<file path="config.mk">
export PLATFORM = sky130hd
export DESIGN_NAME = apple_placer_flat
export DESIGN_NICKNAME = d
export VERILOG_FILES = /design/src/rtl/apple_placer_if.sv /design/src/rtl/apple_placer.sv /design/src/flat_wrapper.sv
export SDC_FILE = /design/constraint.sdc
export NUM_CORES = 1
export LEC_CHECK = 0
export CORE_MARGIN = 2
export CORE_UTILIZATION = 41
export DETAILED_ROUTE_END_ITERATION = 8
export PLACE_DENSITY = 0.72
export SLEW_MARGIN = 20
export SYNTH_ARGS = -nofsm -noshare
export SYNTH_HDL_FRONTEND = slang
export SYNTH_SLANG_ARGS = --single-unit
</file>
<file path="constraint.sdc">
create_clock -name clk -period 1.5 [get_ports clk]
set_input_delay 0.225 -clock clk [delete_from_list [all_inputs] [get_ports clk]]
set_output_delay 0.225 -clock clk [all_outputs]
set_load 0.01 [all_outputs]
</file>
<file path="src/rtl/apple_placer_if.sv">
// Bundle of the apple placer's game-side handshake, generator and occupancy-query signals.
// master is the placer itself; slave is whatever surrounds it (game FSM, LFSR, body map).
interface apple_placer_if;
    logic       req;
    logic       busy;
    logic       lfsr_tick;
    logic [7:0] rnd_x;
    logic [6:0] rnd_y;
    logic       occ_qv;
    logic [7:0] occ_qx;
    logic [6:0] occ_qy;
    logic       occ_hit;
    logic [7:0] apple_x;
    logic [6:0] apple_y;
    logic       done;
    logic       fail;

    modport master (
        input  req, rnd_x, rnd_y, occ_hit,
        output busy, lfsr_tick, occ_qv, occ_qx, occ_qy, apple_x, apple_y, done, fail
    );

    modport slave (
        output req, rnd_x, rnd_y, occ_hit,
        input  busy, lfsr_tick, occ_qv, occ_qx, occ_qy, apple_x, apple_y, done, fail
    );
endinterface

</file>
<file path="src/rtl/apple_placer.sv">
// Draws random cells from the LFSR, folds them into the playfield and retries until a free cell is found.
// Define APPLE_SCAN_FALLBACK_EN to fall back to a raster scan of the grid once the random tries run out.
module apple_placer #(
    parameter int GRID_W    = 40,
    parameter int GRID_H    = 30,
    parameter int MAX_TRIES = 16
) (
    input  logic          clk,
    input  logic          rst,
    apple_placer_if.master bus
);
    localparam logic [7:0] W         = 8'(GRID_W);
    localparam logic [6:0] H         = 7'(GRID_H);
    localparam logic [8:0] TRIES_LIM = 9'(MAX_TRIES);
`ifdef APPLE_SCAN_FALLBACK_EN
    localparam logic [7:0] X_LAST    = 8'(GRID_W - 1);
    localparam logic [6:0] Y_LAST    = 7'(GRID_H - 1);
`endif

    typedef enum logic [3:0] {
        S_IDLE,
        S_ADV,
        S_SAMPLE,
        S_REDUCE,
        S_QUERY,
        S_WAIT,
        S_DONE,
        S_FAIL
`ifdef APPLE_SCAN_FALLBACK_EN
        ,
        S_SQUERY,
        S_SWAIT
`endif
    } state_t;

    state_t     state_reg, state_next;
    logic [7:0] cx_reg;
    logic [6:0] cy_reg;
    logic [7:0] tries_reg;
    logic [7:0] apple_x_reg;
    logic [6:0] apple_y_reg;

    logic       x_in_range;
    logic       y_in_range;
    logic [8:0] tries_inc;
    logic       exhausted;
`ifdef APPLE_SCAN_FALLBACK_EN
    logic       scan_last;
`endif

    logic       busy_next;
    logic       tick_next;
    logic       qv_next;
    logic       done_next;
    logic       fail_next;

    assign x_in_range = (cx_reg < W);
    assign y_in_range = (cy_reg < H);
    assign tries_inc  = {1'b0, tries_reg} + 9'd1;
    // >= rather than == keeps an out-of-range MAX_TRIES from looping forever.
    assign exhausted  = (tries_inc >= TRIES_LIM);
`ifdef APPLE_SCAN_FALLBACK_EN
    assign scan_last  = (cx_reg == X_LAST) && (cy_reg == Y_LAST);
`endif

    // State register
    always_ff @(posedge clk or posedge rst) begin
        if (rst) begin
            state_reg <= S_IDLE;
        end else begin
            state_reg <= state_next;
        end
    end

    // Next-state logic
    always_comb begin
        state_next = state_reg;
        case (state_reg)
            S_IDLE:   if (bus.req) state_next = S_ADV;
            S_ADV:    state_next = S_SAMPLE;
            S_SAMPLE: state_next = S_REDUCE;
            S_REDUCE: if (x_in_range && y_in_range) state_next = S_QUERY;
            S_QUERY:  state_next = S_WAIT;
            S_WAIT: begin
                if (!bus.occ_hit) begin
                    state_next = S_DONE;
                end else if (!exhausted) begin
                    state_next = S_ADV;
                end else begin
`ifdef APPLE_SCAN_FALLBACK_EN
                    state_next = S_SQUERY;
`else
                    state_next = S_FAIL;
`endif
                end
            end
`ifdef APPLE_SCAN_FALLBACK_EN
            S_SQUERY: state_next = S_SWAIT;
            S_SWAIT: begin
                if (!bus.occ_hit) begin
                    state_next = S_DONE;
                end else if (scan_last) begin
                    state_next = S_FAIL;
                end else begin
                    state_next = S_SQUERY;
                end
            end
`endif
            S_DONE:   state_next = S_IDLE;
            S_FAIL:   state_next = S_IDLE;
            default:  state_next = S_IDLE;
        endcase
    end

    // Output decode: every strobe is a pure function of the current state.
    always_comb begin
        busy_next = (state_reg != S_IDLE);
        tick_next = (state_reg == S_ADV);
        qv_next   = (state_reg == S_QUERY);
`ifdef APPLE_SCAN_FALLBACK_EN
        qv_next   = qv_next || (state_reg == S_SQUERY);
`endif
        done_next = (state_reg == S_DONE);
        fail_next = (state_reg == S_FAIL);
    end

    // Working coordinates, try counter and the placed apple.
    always_ff @(posedge clk or posedge rst) begin
        if (rst) begin
            cx_reg      <= '0;
            cy_reg      <= '0;
            tries_reg   <= '0;
            apple_x_reg <= '0;
            apple_y_reg <= '0;
        end else begin
            case (state_reg)
                S_IDLE: begin
                    if (bus.req) tries_reg <= '0;
                end
                S_SAMPLE: begin
                    cx_reg <= bus.rnd_x;
                    cy_reg <= bus.rnd_y;
                end
                S_REDUCE: begin
                    // Repeated subtraction in place of a divider; both axes fold in parallel.
                    if (!x_in_range) cx_reg <= cx_reg - W;
                    if (!y_in_range) cy_reg <= cy_reg - H;
                end
                S_WAIT: begin
                    if (!bus.occ_hit) begin
                        apple_x_reg <= cx_reg;
                        apple_y_reg <= cy_reg;
                    end else if (!exhausted) begin
                        tries_reg <= tries_inc[7:0];
                    end else begin
`ifdef APPLE_SCAN_FALLBACK_EN
                        cx_reg <= '0;
                        cy_reg <= '0;
`endif
                    end
                end
`ifdef APPLE_SCAN_FALLBACK_EN
                S_SWAIT: begin
                    if (!bus.occ_hit) begin
                        apple_x_reg <= cx_reg;
                        apple_y_reg <= cy_reg;
                    end else if (!scan_last) begin
                        // Raster order, x fastest.
                        if (cx_reg == X_LAST) begin
                            cx_reg <= '0;
                            cy_reg <= cy_reg + 7'd1;
                        end else begin
                            cx_reg <= cx_reg + 8'd1;
                        end
                    end
                end
`endif
                default: ;
            endcase
        end
    end

    assign bus.busy      = busy_next;
    assign bus.lfsr_tick = tick_next;
    assign bus.occ_qv    = qv_next;
    assign bus.occ_qx    = cx_reg;
    assign bus.occ_qy    = cy_reg;
    assign bus.apple_x   = apple_x_reg;
    assign bus.apple_y   = apple_y_reg;
    assign bus.done      = done_next;
    assign bus.fail      = fail_next;
endmodule

</file>
<file path="src/flat_wrapper.sv">
// flat-port wrapper written by rule: the top's interface ports become plain ports
module apple_placer_flat 
#(
    parameter int GRID_W    = 40,
    parameter int GRID_H    = 30,
    parameter int MAX_TRIES = 16
)
  (clk, rst, bus_req, bus_rnd_x, bus_rnd_y, bus_occ_hit, bus_busy, bus_lfsr_tick, bus_occ_qv, bus_occ_qx, bus_occ_qy, bus_apple_x, bus_apple_y, bus_done, bus_fail);
  apple_placer_if bus_i ();
  input  logic clk;
  input  logic rst;
  input wire logic [$bits(bus_i.req)-1:0] bus_req;
  input wire logic [$bits(bus_i.rnd_x)-1:0] bus_rnd_x;
  input wire logic [$bits(bus_i.rnd_y)-1:0] bus_rnd_y;
  input wire logic [$bits(bus_i.occ_hit)-1:0] bus_occ_hit;
  output wire logic [$bits(bus_i.busy)-1:0] bus_busy;
  output wire logic [$bits(bus_i.lfsr_tick)-1:0] bus_lfsr_tick;
  output wire logic [$bits(bus_i.occ_qv)-1:0] bus_occ_qv;
  output wire logic [$bits(bus_i.occ_qx)-1:0] bus_occ_qx;
  output wire logic [$bits(bus_i.occ_qy)-1:0] bus_occ_qy;
  output wire logic [$bits(bus_i.apple_x)-1:0] bus_apple_x;
  output wire logic [$bits(bus_i.apple_y)-1:0] bus_apple_y;
  output wire logic [$bits(bus_i.done)-1:0] bus_done;
  output wire logic [$bits(bus_i.fail)-1:0] bus_fail;
  assign bus_i.req = bus_req;
  assign bus_i.rnd_x = bus_rnd_x;
  assign bus_i.rnd_y = bus_rnd_y;
  assign bus_i.occ_hit = bus_occ_hit;
  assign bus_busy = bus_i.busy;
  assign bus_lfsr_tick = bus_i.lfsr_tick;
  assign bus_occ_qv = bus_i.occ_qv;
  assign bus_occ_qx = bus_i.occ_qx;
  assign bus_occ_qy = bus_i.occ_qy;
  assign bus_apple_x = bus_i.apple_x;
  assign bus_apple_y = bus_i.apple_y;
  assign bus_done = bus_i.done;
  assign bus_fail = bus_i.fail;
  apple_placer #(.GRID_W(GRID_W), .GRID_H(GRID_H), .MAX_TRIES(MAX_TRIES)) u_core (.clk(clk), .rst(rst), .bus(bus_i));
endmodule
</file>
# After elaboration in Yosys (flattened, before gate mapping)
# Cells that the tools add are included.
[op_classes]
n_addsub = 3
multipliers = 0
n_div = 0
order_cmp = 3
n_eq_ne = 13
shift = 0
n_mux = 13
bitwise = 1
reduce_logical = 10
[ops]
columns = ["cell", "count"]
rows = [
  ["8-bit two-way mux", 4],
  ["8-bit case mux with 2 select lines", 2],
  ["4-bit case mux with 6 select lines", 1],
  ["4-bit by 3-bit equality test with 1-bit output (second input constant)", 4],
  ["7-bit case mux with 2 select lines", 1],
  ["4-bit two-way mux", 3],
  ["2-bit inequality test (second input constant)", 5],
  ["8-bit by 1-bit adder with 9-bit output (second input constant)", 1],
  ["9-bit by 5-bit >= comparator with 1-bit output (second input constant)", 1],
  ["4-bit by 2-bit equality test with 1-bit output (second input constant)", 2],
  ["8-bit by 6-bit < comparator with 1-bit output (second input constant)", 1],
  ["2-bit AND reduction", 4],
  ["8-bit by 6-bit subtractor with 8-bit output (second input constant)", 1],
  ["7-bit by 5-bit < comparator with 1-bit output (second input constant)", 1],
  ["7-bit two-way mux", 1],
  ["7-bit by 5-bit subtractor with 7-bit output (second input constant)", 1],
  ["4-bit by 1-bit equality test with 1-bit output (second input constant)", 1],
  ["4-bit zero test", 1],
  ["4-bit AND reduction", 1],
  ["2-bit nonzero test", 2],
  ["4-bit nonzero test", 1],
  ["3-bit two-way mux", 1],
  ["2-bit by 1-bit inequality test with 1-bit output (second input constant)", 1],
  ["1-bit logical AND", 1],
  ["1-bit inverter", 1],
]
[totals]
register_bits = 42
latch_bits = 0
ramBits = 0
rom_bits = 0
out_inout_bits = 35
mem_count = 0

# Depth between registers and ports, before layout
[logic_depth]
word_depth = 5
ltp_mapped = 6
depth_no_buf = 6

# Worst setup path after synthesis
# OpenSTA, ideal clock, no wires.
[synth_timing]
kind = "reg-to-reg"
from = "reg u_core.tries_reg[0]"
to = "reg u_core.tries_reg[0]"
setup_ns = 0.079
t_arrival_ns = 1.482
required_time_ns = 1.421
path_slack_ns = -0.062
stages_incl_launch_ff = 6
path_buffers = 0
period_less_slack_ns = 1.562
cell_sequence = "dfrtp_1 -> ha_1 -> nor2b_1 -> nand4_1 -> a211oi_4 -> mux2i_1"
[synth_via]
elab_chain_cells = 4
elab_cells_between_ends = 7
cone_classes = "add/sub (1); order compare (1); eq/ne (1); mux (3); reduce/logical (1)"
[synth_lines]
columns = ["item", "line", "text"]
rows = [
  ["start, declared", "apple_placer.sv:39", "logic [7:0] tries_reg;"],
  ["start signal, assigned", "apple_placer.sv:154", "tries_reg <= tries_inc[7:0];"],
  ["8-bit by 1-bit adder with 9-bit output (*)", "apple_placer.sv:59", "assign tries_inc = {1'b0, tries_reg} + 9'd1;"],
  ["9-bit by 5-bit >= comparator with 1-bit output / 8-bit two-way mux (equally long branches)", "apple_placer.sv:61, apple_placer.sv:153", ""],
  ["2-bit inequality test (no source line) / 8-bit two-way mux (equally long branches)", "-", ""],
  ["4-bit AND reduction (no source line) / 8-bit case mux with 2 select lines (equally long branches)", "-", ""],
]
# Mark *: on every way between the ends. The rest lies on a longest branch, timed or not. The select of a mux whose other input is x is not followed.
# A chain may end at the register's enable or synchronous reset.

# Final worst setup path
[layout_timing]
from = "reg u_core.state_reg[1]"
to = "reg u_core.cx_reg[3], in the netlist u_core.bus.occ_qx[3]"
[layout_via]
elab_chain_cells = 3
elab_cells_between_ends = 6
cone_classes = "eq/ne (3); mux (1); reduce/logical (2)"
[layout_lines]
columns = ["item", "line", "text"]
rows = [
  ["start, declared", "apple_placer.sv:36", "state_t state_reg, state_next;"],
  ["start signal, assigned", "apple_placer.sv:71", "state_reg <= state_next;"],
  ["4-bit by 2-bit equality test with 1-bit output", "apple_placer.sv:136", "case (state_reg)"],
  ["2-bit inequality test (no source line) / 2-bit nonzero test (equally long branches)", "-", ""],
  ["2-bit AND reduction (no source line)", "-", ""],
  ["end signal, assigned", "apple_placer.sv:141", "cx_reg <= bus.rnd_x;"],
  ["end signal, assigned", "apple_placer.sv:146", "if (!x_in_range) cx_reg <= cx_reg - W;"],
  ["end, declared", "apple_placer.sv:37", "logic [7:0] cx_reg;"],
]
# Several ways; a longest one is shown, not always the timed one.

==> key figures <==
Status
  • Outcome: complete, but fails checks
  • Failing checks: negative setup slack

Timing
  • Worst hold margin: 0.270 ns
  • Final setup fails: 28
  • RSZ-0062 raised after global routing: true
  • Worst-margin pin slew: 0.342 ns
  • Slew headroom: 77.1%
  • Fin crit share: 106%
  • Final WS setup: -0.0957 ns
  • Final hold vios: 0
  • Max-slew violations: 0
  • Final setup skew: 0.0103 ns
  • Final Critical Period: 1.60 ns
  • F_max: 627 MHz

Worst setup path
  • CP arrival: 1.82 ns
  • CP max FO: 3
  • Worst flop-to-flop path startpoint: u_core.state_reg[1]
  • Cells on worst reg2reg path: 8
  • R2r setup slk: -0.1 ns
  • CP cell instances: buf_6, buf_6, buf_6, and3b_2, buf_6, nor2_2, or3_1, o21ai_1
  • CP Buf/Inv Count: 4
  • R2r endpoint: u_core.bus.occ_qx[3]
  • Critical path endpoint: u_core.bus.occ_qx[3]
  • CP max-delay cell: dfrtp_2
  • Crit path depth: 8
  • CP top delay family: simple AND/OR/NAND/NOR gates
  • Crit path required time: 1.72 ns
  • Setup CP Type: flop to flop
  • CP Launch Type: flop
  • Setup crit start: u_core.state_reg[1]
  • Slowest stage delay, CP: 0.41 ns
  • Critical path's most frequent cell: buf_6
  • Worst Setup End Kind: flop

Clock tree
  • CTS tree: done
  • Cts bufs inserted: 5
  • CTS Buffer Depth: 2
  • H-tree depth: 2
  • Hold_buf cts: 0
  • Reg clk slew, reported paths: 0.08 ns
  • Clk Latency, worst-skew pair: 0.30 ns
  • CTS sink count: 41
  • Root Driver: clkbuf_8

Layout
  • # diodes: 0
  • Final core utilization: 70.6%
  • Nets: 324
  • Final Cell Area: 3560 µm²
  • Layout cell share with drive strength beyond 1: 41.6%
  • Final std cells w/o fill: 373
  • Area Overhead vs Synth: 68.7%

Placed design
  • Number of port buffers: 53
  • Dpl cells: 344
  • Final HPWL DP: 3700 µm
  • Placed cell areas: 2970 µm²
  • GP Congestion: 0.792

Floorplanning
  • Die X: 75.8 µm
  • IO Count: 54
  • Core Region: 5040 µm²
  • Die Area: 5740 µm²
  • Die Y: 75.8 µm
  • Std-Cell Rows: 26
  • Starting Density: 41.9%

Pwr
  • Pleak: 1.61 nW
  • Power Total: 7.68 mW
  • Power per Cell Area: 2160 nW/µm²
  • Max VDD drop: 0.000962 V

Synthesis
  • Yosys top cell area share: 48.6%
  • Cell taking the most area after synthesis: dfrtp_1
  • Post-Syn Area: 2110 µm²
  • Yosys warns: 0
  • EDFF count, synth: 0
  • Seq/Total Area, Yosys: 48.6%
  • Ranking of synthesized cells by area: dfrtp_1, mux2_2, mux2_1, nand2_1, nor3b_1
  • Synth unique cells: 48
  • Syn nets: 217
  • Post-synth ARST share: 100%
  • Top FF cell, synth: dfrtp_1
  • Synth Area per Inst: 10.8 µm²
  • #FFs+latches synth: 41
  • Post-Syn Instances: 195

Drt
  • WL met3: 327 µm
  • Total number of vias: 1946
  • Drt wl/cell: 16.4 µm
  • Met2 WL: 3140 µm
  • Final wirelength: 6120 µm
  • DR DRC count: 0
  • DR pass1 iterations: 4
  • Top layer in use: met4
  • Wire length on met1: 2590 µm
  • Initial DRC Count: 73
  • Vias per cell: 5.22
  • Antenna-violating nets left: 0

Global route
  • Largest net degree at the start of global routing: 42
  • First-pass GRT wire length: 8980 µm
  • Initial antenna violation count: 0
  • Overflow after GRT: 0
  • GRT Overall Usage: 21.1%
  • Vias in the first global route: 1838

Job
  • Number of max-cap violations: 0

Worst hold path
  • Tightest Hold Check Type: primary input to asynchronous set/reset pin
==> worst reg2reg max path, cell delays in order, from the launching register on <==
cell	delay, ns
dfrtp_2	0.41
buf_6	0.13
buf_6	0.10
buf_6	0.09
and3b_2	0.23
buf_6	0.13
nor2_2	0.03
or3_1	0.31
o21ai_1	0.09
==> cell usage in the layout (no fill, tap or decap), types with 3 or more instances in the layout <==
master / synthesis / routed
nor2b_1: 4 / 3
dlygate4sd2_1: 0 / 5
mux2_4: 0 / 15
o21ai_0: 9 / 8
inv_1: 10 / 9
o21ai_1: 3 / 3
a21oi_1: 7 / 6
dfrtp_2: 0 / 4
nand4_1: 3 / 3
buf_12: 0 / 3
mux2_2: 11 / 5
dfrtp_1: 41 / 37
clkbuf_8: 0 / 5
buf_2: 5 / 3
buf_6: 1 / 10
nand3_1: 6 / 4
a31oi_1: 3 / 3
buf_4: 0 / 39
nor3b_2: 0 / 7
nor2_1: 12 / 10
nand2_1: 14 / 14
dlymetal6s2s_1: 0 / 4
clkdlybuf4s50_1: 0 / 39
mux2i_1: 4 / 3
==> cells by family after synthesis <==
group	after synthesis	share of synthesized area, %
buf+inv	17	3.67
flops	41	48.6
fa+ha+maj	3	1.78
simple gates	66	18.7
compound gates	44	14.7
mux	24	12.6
==> where the power goes <==
part	internal, mW	switching, mW	total, mW
clock	0.670	0.403	1.07
sequential	1.58	0.364	1.95
combinational	2.60	2.07	4.67
==> worst min path at each step <==
stage,startpoint,to,slack (ns),depth (start not counted)
global route,rst,u_core.bus.occ_qx[5],0.31,3
finish,rst,u_core.bus.occ_qx[5],0.27,3
floorplan,bus_rnd_y[1],u_core.bus.occ_qy[1],0.37,2
global placement,u_core.bus.apple_y[2],u_core.bus.apple_y[2],0.47,1
CTS,rst,u_core.tries_reg[6],0.28,3
detailed placement,u_core.bus.apple_x[0],u_core.bus.apple_x[0],0.47,1
==> through the flow <==
stage                     worst slack (ns)  setup TNS [ns]
after floorplan                    -0.0466          -0.129
after global placement              -0.181           -2.23
after detailed placement            -0.206           -3.01
after CTS                          -0.0707          -0.529
after global routing                -0.164           -3.48
final                              -0.0957           -1.18
==> cell usage after synthesis, types with 3 or more instances <==
| master | instances |
|---|---|
| nor2b_1 | 4 |
| a31oi_1 | 3 |
| nor3b_1 | 7 |
| nand4_1 | 3 |
| nor3_1 | 4 |
| nor2_1 | 12 |
| inv_1 | 10 |
| o21ai_0 | 9 |
| a21oi_1 | 7 |
| o22ai_1 | 3 |
| nand3_1 | 6 |
| mux2_1 | 9 |
| dfrtp_1 | 41 |
| nand2_1 | 14 |
| buf_2 | 5 |
| ha_1 | 3 |
| o21ai_1 | 3 |
| mux2i_1 | 4 |
| mux2_2 | 11 |
==> routing by layer <==
| metal | up-vias | GRT usage [%] |
|---|---|---|
| met5 | - | 0 |
| met4 | 0 | 6.24 |
| met3 | 6 | 5.16 |
| met2 | 60 | 36.2 |
| met1 | 949 | 26.4 |
| li1 | 931 | - |
==> what timing repair did <==
action | CTS | global route
gates resized for setup | 59 | 37
gates cloned | 0 | 1
buffers inserted | 12 | 8
pin swaps | 6 | 6
setup endpoints to repair | 42 | 42
==> layout make-up <==
cell class	instances	area [µm²]
Clock buffer	5	68.8
Inverter	10	40.0
Clock inverter	3	68.8
Sequential cell	41	1030
Tap cell	70	87.6
Fill cell	349	1480
Multi-Input combinational cell	137	1250
Timing Repair Buffer	107	1010
(Power assumes the default switching activity.)
